File: src/rtl/inst_fetch_unit_pkg.sv
// Shared constants for the ThinPad instruction-fetch stage: bus defaults,
// fetch-state encoding and the IF/ID register layout.
package inst_fetch_unit_pkg;

    localparam logic [15:0] DEF_RESET_PC  = 16'h0000;
    localparam logic [15:0] DEF_NOP_INSTR = 16'h0800;
    localparam logic [1:0]  DEF_ADDR_HI   = 2'b00;

    localparam logic [0:0] ST_ADDR    = 1'b0;
    localparam logic [0:0] ST_CAPTURE = 1'b1;

    typedef struct packed {
        logic [15:0] pc;
        logic [15:0] pc_plus1;
        logic [15:0] instr;
        logic        valid;
    } ifid_t;

endpackage

File: src/rtl/inst_fetch_unit_pc_unit.sv
// Program counter: holds pc, offers pc+1, and selects between reset value,
// branch target, hold and increment.
module inst_fetch_unit_pc_unit
    import inst_fetch_unit_pkg::*;
#(
    parameter logic [15:0] RESET_PC = DEF_RESET_PC
) (
    input  logic        clk,
    input  logic        rst,
    input  logic        i_branch,
    input  logic [15:0] i_target,
    input  logic        i_inc,
    output logic [15:0] o_pc,
    output logic [15:0] o_pc_plus1
);

    logic [15:0] r_pc;
    logic [15:0] w_pc_plus1;

    // Natural 16-bit wrap: 16'hFFFF + 1 = 16'h0000.
    assign w_pc_plus1 = r_pc + 16'd1;

    always_ff @(posedge clk or posedge rst) begin
        if (rst) begin
            r_pc <= RESET_PC;
        end else if (i_branch) begin
            r_pc <= i_target;
        end else if (i_inc) begin
            r_pc <= w_pc_plus1;
        end
    end

    assign o_pc       = r_pc;
    assign o_pc_plus1 = w_pc_plus1;

endmodule

File: src/rtl/inst_fetch_unit.sv
// Instruction fetch for the 16-bit ThinPad CPU: two-phase RAM1 read
// (ADDR then CAPTURE), yields the bus on mem_conflict, feeds IF/ID.
module inst_fetch_unit
    import inst_fetch_unit_pkg::*;
#(
    parameter logic [15:0] RESET_PC  = DEF_RESET_PC,
    parameter logic [15:0] NOP_INSTR = DEF_NOP_INSTR,
    parameter logic [1:0]  ADDR_HI   = DEF_ADDR_HI
) (
    input  logic        clk,
    input  logic        rst,
    input  logic        stall_in,
    input  logic        mem_conflict,
    input  logic        branch_valid,
    input  logic [15:0] branch_target,
    input  logic [15:0] ram_data_in,
    output logic [17:0] ram_addr,
    output logic        ram_en_n,
    output logic        ram_oe_n,
    output logic        ram_we_n,
    output logic [15:0] if_pc,
    output logic [15:0] if_pc_plus1,
    output logic [15:0] if_instr,
    output logic        if_valid
);

    logic [0:0]  r_state;
    logic [17:0] r_ram_addr;
    logic        r_ram_en_n;
    logic        r_ram_oe_n;
    ifid_t       r_ifid;

    logic [15:0] w_pc;
    logic [15:0] w_pc_plus1;
    logic        w_capture;

    assign w_capture = (r_state == ST_CAPTURE) && !mem_conflict && !stall_in && !branch_valid;

    inst_fetch_unit_pc_unit #(
        .RESET_PC (RESET_PC)
    ) u_pc_unit (
        .clk        (clk),
        .rst        (rst),
        .i_branch   (branch_valid),
        .i_target   (branch_target),
        .i_inc      (w_capture),
        .o_pc       (w_pc),
        .o_pc_plus1 (w_pc_plus1)
    );

    always_ff @(posedge clk or posedge rst) begin
        if (rst) begin
            r_state        <= ST_ADDR;
            r_ram_addr     <= 18'd0;
            r_ram_en_n     <= 1'b1;
            r_ram_oe_n     <= 1'b1;
            r_ifid.pc      <= 16'h0000;
            r_ifid.pc_plus1 <= 16'h0001;
            r_ifid.instr   <= NOP_INSTR;
            r_ifid.valid   <= 1'b0;
        end else if (branch_valid) begin
            // Redirect wins over stall and conflict; any in-flight read is dropped.
            r_state      <= ST_ADDR;
            r_ram_en_n   <= 1'b1;
            r_ram_oe_n   <= 1'b1;
            r_ifid.instr <= NOP_INSTR;
            r_ifid.valid <= 1'b0;
        end else begin
            case (r_state)
                ST_ADDR: begin
                    if (mem_conflict) begin
                        r_ram_en_n <= 1'b1;
                        r_ram_oe_n <= 1'b1;
                    end else begin
                        r_ram_addr <= {ADDR_HI, w_pc};
                        r_ram_en_n <= 1'b0;
                        r_ram_oe_n <= 1'b0;
                        r_state    <= ST_CAPTURE;
                    end
                end
                default: begin
                    r_ram_en_n <= 1'b1;
                    r_ram_oe_n <= 1'b1;
                    r_state    <= ST_ADDR;
                    if (w_capture) begin
                        r_ifid.instr    <= ram_data_in;
                        r_ifid.pc       <= w_pc;
                        r_ifid.pc_plus1 <= w_pc_plus1;
                        r_ifid.valid    <= 1'b1;
                    end else if (mem_conflict && !stall_in) begin
                        r_ifid.instr <= NOP_INSTR;
                        r_ifid.valid <= 1'b0;
                    end
                end
            endcase
        end
    end

    assign ram_addr    = r_ram_addr;
    assign ram_en_n    = r_ram_en_n;
    assign ram_oe_n    = r_ram_oe_n;
    assign ram_we_n    = 1'b1;
    assign if_pc       = r_ifid.pc;
    assign if_pc_plus1 = r_ifid.pc_plus1;
    assign if_instr    = r_ifid.instr;
    assign if_valid    = r_ifid.valid;

endmodule

File: config.mk
export PLATFORM = sky130hd
export DESIGN_NAME = inst_fetch_unit
export DESIGN_NICKNAME = d
export VERILOG_FILES = /design/src/rtl/inst_fetch_unit_pkg.sv /design/src/rtl/inst_fetch_unit_pc_unit.sv /design/src/rtl/inst_fetch_unit.sv
export SDC_FILE = /design/constraint.sdc
export NUM_CORES = 1
export LEC_CHECK = 0
export ABC_AREA = 1
export BUFFER_PORTS_ARGS = -buffer_cell sky130_fd_sc_hd__buf_4
export CORE_ASPECT_RATIO = 1.2
export CORE_MARGIN = 3
export CORE_UTILIZATION = 51
export CTS_BUF_LIST = sky130_fd_sc_hd__clkbuf_16
export DETAILED_ROUTE_END_ITERATION = 8
export GPL_ROUTABILITY_DRIVEN = 0
export PLACE_DENSITY = 0.79
export SYNTH_ARGS = -nofsm -noshare
export SYNTH_HDL_FRONTEND = slang
export SYNTH_SLANG_ARGS = --single-unit
File: constraint.sdc
create_clock -name clk -period 3.9 [get_ports clk]
set_clock_uncertainty 0.1 [all_clocks]
set_input_delay 0.975 -clock clk [delete_from_list [all_inputs] [get_ports clk]]
set_output_delay 0.975 -clock clk [all_outputs]
set_load 0.01 [all_outputs]
### After elaboration in Yosys (flattened, before gate mapping)

Index checks and enable logic that the tools add are counted.
Widths: inputs -> output; s select.

| word-level totals | value |
|---|---|
| word-level logic and storage cells | 37 |
| output and inout port bits | 70 |
| bits in latches | 0 |
| RAM bits | 0 |
| bits in read-only memories | 0 |
| memories | 0 |
| bits of input ports | 37 |
| register bits after elaboration | 83 |

| operators by class | value |
|---|---|
| reductions and logical operators | 13 |
| bitwise logic cells | 3 |
| divide/modulo/power cells | 0 |
| muxes and demuxes | 12 |
| multiply operators | 0 |
| order comparisons | 0 |
| add/sub/neg operators | 1 |
| equal/unequal tests | 0 |
| shifts and indexed selects | 0 |

Operator list:

| cell | number |
|---|---|
| $mux 17 | 4 |
| $mux 16 | 2 |
| $add 16x1->16 const B | 1 |
| $mux 1 | 6 |
| $reduce_and 3->1 | 2 |
| $logic_and 1x1->1 | 4 |
| $reduce_bool 2->1 | 2 |
| $logic_not 1->1 | 3 |
| $not 1->1 | 3 |
| $reduce_bool 3->1 | 1 |
| $reduce_and 2->1 | 1 |

### Logic depth before layout (Yosys ltp)

Gate-level depths: netlist of run 1.

| logic depth | value |
|---|---|
| word-level depth | 7 |
| mapped depth | 8 |
| gate-level depth less buffers | 8 |

### Hierarchy

A second synthesis of run 1 with hierarchy kept.

| second synthesis, totals | value |
|---|---|
| cells, all modules | 445 |
| area, all modules | 3,833.7 sq um |

Modules (own cells, without submodules):

| module | sequential area each (sq um) | cells each | area each (sq um) | instances |
|---|---|---|---|---|
| inst_fetch_unit | 1,680.4 | 298 | 2,730.1 | 1 |
| inst_fetch_unit_pc_unit | 400.4 | 147 | 1,103.6 | 1 |

### Worst setup path before layout of run 1

OpenSTA, ideal clock, no wires.

| timing path | value |
|---|---|
| path type | in2reg |
| from | input branch_valid |
| to | register r_ifid (netlist bit if_pc[0]) |
| arrival time | 1,707 ps |
| required time | 3,731 ps |
| setup slack | 2,024 ps |
| cell stages on the path | 8 |
| library setup time | 69 ps |
| path buffers | 3 |
| cell sequence | buf_6 nor2_4 nand2_4 inv_2 buf_6 buf_6 nor2_1 nor2_2 |

| on the way | value |
|---|---|
| word-level cells in the longest chain between the ends | 3 |
| elaborated cells between the ends (all ways) | 4 |
| those cells by class | 1 x bitwise; 3 x reduce/logical |

Ends and longest elaborated chain:

| item | line | source |
|---|---|---|
| start: declaration | inst_fetch_unit.sv:14 | `input logic branch_valid,` |
| $logic_not 1->1 | inst_fetch_unit.sv:37 | `assign w_capture = (r_state == ST_CAPTURE) && !mem_conflict && !stall_in && !branch_valid;` |
| $logic_and 1x1->1 | inst_fetch_unit.sv:37 |  |
| $reduce_and 3->1 (no source line) * | -- |  |
| end: declaration | inst_fetch_unit.sv:31 | `ifid_t r_ifid;` |

Mark *: on every way between the ends. The rest lies on a longest branch, timed or not.
A chain may end at the register's enable or synchronous reset.

### Final worst setup path of run 1

| timing path | value |
|---|---|
| from | input branch_valid |
| to | register u_pc_unit.r_pc[3], in the netlist u_pc_unit.o_pc[3] |

| on the way | value |
|---|---|
| word-level cells in the longest chain between the ends | 3 |
| elaborated cells between the ends (all ways) | 4 |
| those cells by class | 1 x mux; 3 x reduce/logical |

Ends and longest elaborated chain:

| item | line | source |
|---|---|---|
| $logic_not 1->1 | inst_fetch_unit.sv:37 |  |
| $logic_and 1x1->1 | inst_fetch_unit.sv:37 |  |
| $reduce_bool 2->1 (no source line) | -- |  |
| end signal: assignment | inst_fetch_unit_pc_unit.sv:27 | `r_pc <= i_target;` |
| end signal: assignment | inst_fetch_unit_pc_unit.sv:29 | `r_pc <= w_pc_plus1;` |
| end: declaration | inst_fetch_unit_pc_unit.sv:17 | `logic [15:0] r_pc;` |

Parallel ways exist; a longest one is shown, timed or not.

==> results.ini, run 1 <==
[run_status]
status=finished, final reports clean

[power_and_ir_drop]
p_leak_nw=2.46
max-vdd-ir-drop_mv=0.260
power.density_nw_per_um2=493

[yosys]
syn_inst=417
synth-seq-cells=83
yosysSeqAreaShare=0.585
syn_area_per_cell_um2=8.53
netlist_area_um2=3560
synth_cell_types=26
ys.warnings.count=0

[die]
coreArea_um2=6610
rows=32
ios=107
die_x_um=82.3
die_h_um=97.5
start_util=0.539
die_area_um2=8020

[cts]
root_buffer=clkbuf_16
cts_num_sinks=83
tritoncts=done
insertion_delay_ps=330
cts_buffers=9
h-tree-depth=3
clkSlewWorstSetupHoldPaths_ps=60
post_cts_resized=0
cts_setup_buffers=0
cts_hold_buf=0
clk_path_buf_depth=2

[route]
vias=3154
via_per_inst=5.22
drc=0
drt_iter0_markers=181
wirelength_mm=8.88
ant_nets=0
avgRoutedWirePerCell_um=14.7
dr.pass1.iters=6

[sta]
fmax_mhz=426
slew_headroom=0.169
hold_ws_ps=385
period_needed_ps=2350
maxSlewViolCount=0
tightest_slew_ps=1240
min_period_over_period=0.602
setup_viol_count_final=0
fin_setup_tns_ps=0
final-hold-violation-count=0
rsz0062_at_grt=false
finalWorstSetupSlack_ps=1550

[setup_path]
cp-end-kind=register
cp_slowest_stage_delay_ps=520
worstPathRequired_ps=4040
crit_slowest_cell=inv_2
crit_chain=buf_4 -> nor2_4 -> nand2_4 -> inv_2 -> nand3_1 -> o211ai_1
crit_path_start_kind=primary input
crit_type=in2reg
cp.arrival_ps=2490
path_max_fanout=53

[layout]
stdcell_count=604
area_delta_synth_final_pct=29.1
drive_gt1_frac=0.252
final_cell_mix=nand2_1, buf_4, dfrtp_1
final_common_cell=nand2_1
fillers=534
nNetsFinal=553
diodes=0

[global_routing]
grt_util_all_layers=0.237
gr-total-overflow=0
antenna_found_initial=0
grt_max_degree=54
grt_pass1_wl_mm=14.8
grt_pass1_vias=3093

[flow_run]
maxCapViolations=0

[placed_design]
port_buffers=103
place_inst=589
dp_hpwl_mm=6.31
pre_cts_slack_ps=1220

[min_path]
hp-class=reg2reg

-- synthesized netlist by cell type --
| library cell | count | area [um2] |
|---|---|---|
| a21oi_1 | 3 | 15.0 |
| nor2_1 | 15 | 56.3 |
| xor2_1 | 1 | 8.76 |
| o22ai_1 | 1 | 6.26 |
| or2_2 | 1 | 6.26 |
| buf_4 | 4 | 30.0 |
| o21ai_0 | 59 | 295 |
| nand2_2 | 1 | 6.26 |
| clkbuf_1 | 6 | 22.5 |
| inv_1 | 54 | 203 |
| nand2_4 | 1 | 11.3 |
| clkbuf_2 | 1 | 5.00 |
| inv_2 | 1 | 3.75 |
| o211ai_1 | 3 | 22.5 |
| buf_2 | 4 | 20.0 |
| ha_1 | 1 | 12.5 |
| dfstp_2 | 3 | 78.8 |
| nor2_2 | 3 | 18.8 |
| buf_6 | 4 | 45.0 |
| conb_1 | 2 | 7.51 |
| nand2_1 | 138 | 518 |
| nand4_1 | 2 | 12.5 |
| nor2_4 | 1 | 11.3 |
| o21ai_1 | 4 | 20.0 |
| nand3_1 | 24 | 120 |
| dfrtp_1 | 80 | 2000 |
-- cell families (layout without fill, tap and decap cells) --
| logic type | Yosys count | in the layout | share of synthesized area |
|---|---|---|---|
| adders and majority gates | 1 | 1 | 0.00352 |
| xor gates and xnor gates | 1 | 1 | 0.00246 |
| and+or+nand+nor | 186 | 186 | 0.214 |
| other | 2 | 3 | 0.00211 |
| AOI/OAI and AO/OA | 70 | 70 | 0.101 |
| DFF | 83 | 83 | 0.585 |
| buffers and inverters | 74 | 175 | 0.0925 |
-- sequential cells by signal (all words and copies together) (netlist names) --
signal	cells
if_pc_plus1	16
ram_oe_n	1
if_valid	1
if_pc	16
ram_addr	16
r_state	1
if_instr	16
u_pc_unit.o_pc	16
-- report_power, final --
part           switching [W]  internal [W]
Clock               0.000316      0.000421
Sequential         0.0000845      0.000988
Combinational       0.000237      0.000217
-- layer usage --
metal / vias to the layer above / track usage / share of wire
li1: 1491 / - / -
met1: 1527 / 0.310 / 0.41
met2: 115 / 0.381 / 0.52
met3: 21 / 0.0343 / 0.050
met4: 0 / 0.111 / 0.028
met5: - / 0 / 0
-- final timing paths --
kind                                         start                       endpoint  slack, ps  depth (start not counted)
min                        ram_addr[6]$_DFFE_PP0P_        ram_addr[6]$_DFFE_PP0P_        390                          2
min reg2reg                ram_addr[6]$_DFFE_PP0P_        ram_addr[6]$_DFFE_PP0P_        390                          2
max                                   branch_valid  u_pc_unit.o_pc[3]$_DFFE_PP0P_       1550                          6
min in group asynchronous                      rst        if_instr[1]$_DFFE_PP0P_        580                          2
max in group asynchronous                      rst     if_pc_plus1[0]$_DFFE_PP1P_       2310                          3
max reg2reg                      r_state$_DFF_PP0_  u_pc_unit.o_pc[3]$_DFFE_PP0P_       2000                          6
-- worst max-delay path, delay by kind of cell --
family / cells / cell delay, ps
AO/OA/AOI/OAI: 1 / 120
AND/OR/NAND/NOR: 3 / 650
buffers and inverters: 2 / 710
-- stage by stage --
stage                      util  cell area, um2  power (W)
after floorplan               -            3560    0.00128
after global placement    0.656            4340    0.00152
after detailed placement  0.656            4340    0.00154
after CTS                 0.695            4590    0.00228
after global routing      0.695            4590    0.00239
final                     0.695            4590    0.00226
-- layout make-up --
cell class	count	area (um2)	area share
clock buffers	9	225	0.0490
clock inverters	6	33.8	0.00735
inverters	55	208	0.0452
multi-input cells	261	1150	0.251
flip-flops and latches	83	2080	0.453
well taps	85	106	0.0231
repair buffers	105	788	0.172
No activity file was read; power rests on OpenSTA's default activity.
==> run 2, diff against run 1 <==
==> constraint.sdc (replaced) <==
create_clock -name clk -period 2.25 [get_ports clk]
set_clock_uncertainty 0.1 [all_clocks]
set_input_delay 0.5625 -clock clk [delete_from_list [all_inputs] [get_ports clk]]
set_output_delay 0.5625 -clock clk [all_outputs]
set_load 0.01 [all_outputs]
==> run 2 against run 1 <==
Count of clock-buffer cells in the layout did not move. Clock power rose by 110%. Die area did not move. Critical path depth did not move. Utilization rose by 1.3 points. Via count fell by 1.7%. Final area rose by 1.9%. Register-to-register slack got worse by 1400 ps. Sequential power rose by 74%. Wire length rose by 1.9%. First-iteration DRC count rose by 5.5%. Power rose by 84%. Critical endpoint unchanged. Largest power group unchanged.
==> results.ini, run 2 (synthesis gave the netlist of run 1 again) <==
[run_status]
status=finished, final reports clean

[sta]
maxSlewViolCount=0  ; unchanged
final-hold-violation-count=0  ; unchanged
setup_viol_count_final=0  ; unchanged
slew_headroom=0.605  ; +0.435
period_needed_ps=1720
fin_setup_tns_ps=0  ; unchanged
tightest_slew_ps=591  ; -647 ps
rsz0062_at_grt=false
fmax_mhz=581
min_period_over_period=0.764

[global_routing]
antenna_found_initial=0  ; unchanged
grt_util_all_layers=0.245  ; +0.00779
gr-total-overflow=0  ; unchanged
grt_pass1_vias=3136  ; +1.4%
grt_max_degree=84  ; +56%
grt_pass1_wl_mm=15.1  ; +2.4%

[die]
die_x_um=82.3  ; unchanged
start_util=0.539  ; unchanged
ios=107  ; unchanged
coreArea_um2=6610  ; unchanged
die_h_um=97.5  ; unchanged
die_area_um2=8020  ; unchanged
rows=32  ; unchanged

[layout]
diodes=0  ; unchanged
final_cell_mix=nand2_1, buf_4, dfrtp_1
area_delta_synth_final_pct=31.6
drive_gt1_frac=0.254  ; +0.00189
nNetsFinal=556  ; +0.54%
postLayoutCoreUtil=0.709  ; +0.0133
final_common_cell=nand2_1

[cts]
cts_buffers=9  ; unchanged
insertion_delay_ps=330  ; about the same
clk_path_buf_depth=2  ; unchanged
cts_setup_buffers=0  ; unchanged
root_buffer=clkbuf_16
clkSlewWorstSetupHoldPaths_ps=60  ; about the same
cts_hold_buf=0  ; unchanged
h-tree-depth=3  ; unchanged
tritoncts=done
cts_num_sinks=83  ; unchanged
post_cts_resized=0  ; unchanged

[setup_path]
cp-end-kind=register
crit_type=in2reg
cp_slowest_stage_delay_ps=430  ; -90 ps
path_max_fanout=29  ; -45%
crit_path_start_kind=primary input
worstPathRequired_ps=2400  ; -1640 ps
crit_slowest_cell=inv_2
cp.arrival_ps=1870  ; -620 ps
crit_chain=buf_4 -> nor2_4 -> nand2_4 -> inv_2 -> nand3_1 -> o211ai_1

[min_path]
hp-class=in2async

[route]
drt_iter0_markers=191  ; +5.5%
drc=0  ; unchanged
dr.pass1.iters=5  ; -1
vias=3101  ; -1.7%
wl_met1_mm=3.63  ; +0.25%
via_per_inst=5.10  ; -2.3%
top_layer=met4
avgRoutedWirePerCell_um=14.9  ; +1.2%
wl_met3_um=513  ; +17%
wl_met2_mm=4.75  ; +3.7%
wirelength_mm=9.05  ; +1.9%
ant_nets=0  ; unchanged

[power_and_ir_drop]
power.density_nw_per_um2=891  ; +81%
max-vdd-ir-drop_mv=0.510  ; +96%
p_leak_nw=2.50  ; +1.7%

[flow_run]
maxCapViolations=0  ; unchanged

[placed_design]
port_buffers=103  ; unchanged
dp_hpwl_mm=6.19  ; -1.9%

==> run 2: critical path, delay by kind of cell <==
family,cells,cell delay [ps]
AOI/OAI and AO/OA,1,120
buffers and inverters,2,620
and+or+nand+nor,3,550
==> run 2: through the flow <==
step	power (W)	std cells	cell area [um2]	worst slack, ps	hold WS (ps)
after floorplan	0.00222	418	3570	638	376
after global placement	0.00265	592	4370	275	367
after detailed placement	0.00267	592	4370	221	374
after CTS	0.00420	608	4680	565	273
after global routing	0.00438	608	4680	431	287
final	0.00417	608	4680	530	245
==> run 2: area by class of cell <==
cell class | instances | area, um2
fillers | 540 | 1920
clock buffers | 9 | 225
multi-input cells | 261 | 1150
well taps | 85 | 106
repair buffers | 108 | 823
inverters | 55 | 210
flip-flops and latches | 83 | 2080
clock inverters | 7 | 83.8
==> run 2: final timing paths <==
| check | slack, ps | to | depth (start not counted) | start |
|---|---|---|---|---|
| max in group asynchronous | 1440 | if_pc_plus1[0]$_DFFE_PP1P_ | 3 | rst |
| hold / removal | 250 | if_instr[10]$_DFFE_PP0P_ | 3 | rst |
| setup reg to reg | 580 | u_pc_unit.o_pc[3]$_DFFE_PP0P_ | 6 | r_state$_DFF_PP0_ |
| min in group clk | 340 | if_instr[2]$_DFFE_PP0P_ | 3 | ram_data_in[2] |
| setup / recovery | 530 | u_pc_unit.o_pc[3]$_DFFE_PP0P_ | 6 | branch_valid |
| hold reg to reg | 380 | ram_addr[6]$_DFFE_PP0P_ | 2 | ram_addr[6]$_DFFE_PP0P_ |
==> run 2: per-layer routing <==
| layer | track usage | vias to the layer above |
|---|---|---|
| li1 | - | 1494 |
| met1 | 0.316 | 1482 |
| met2 | 0.404 | 112 |
| met3 | 0.0445 | 13 |
| met4 | 0.0921 | 0 |
| met5 | 0 | - |
==> run 2: report_power, final <==
group          switching, W  leakage (nW)  internal, W  total (W)
sequential         0.000153          1.06      0.00171    0.00186
clock              0.000565         0.152     0.000958    0.00152
combinational      0.000404          1.29     0.000381   0.000786
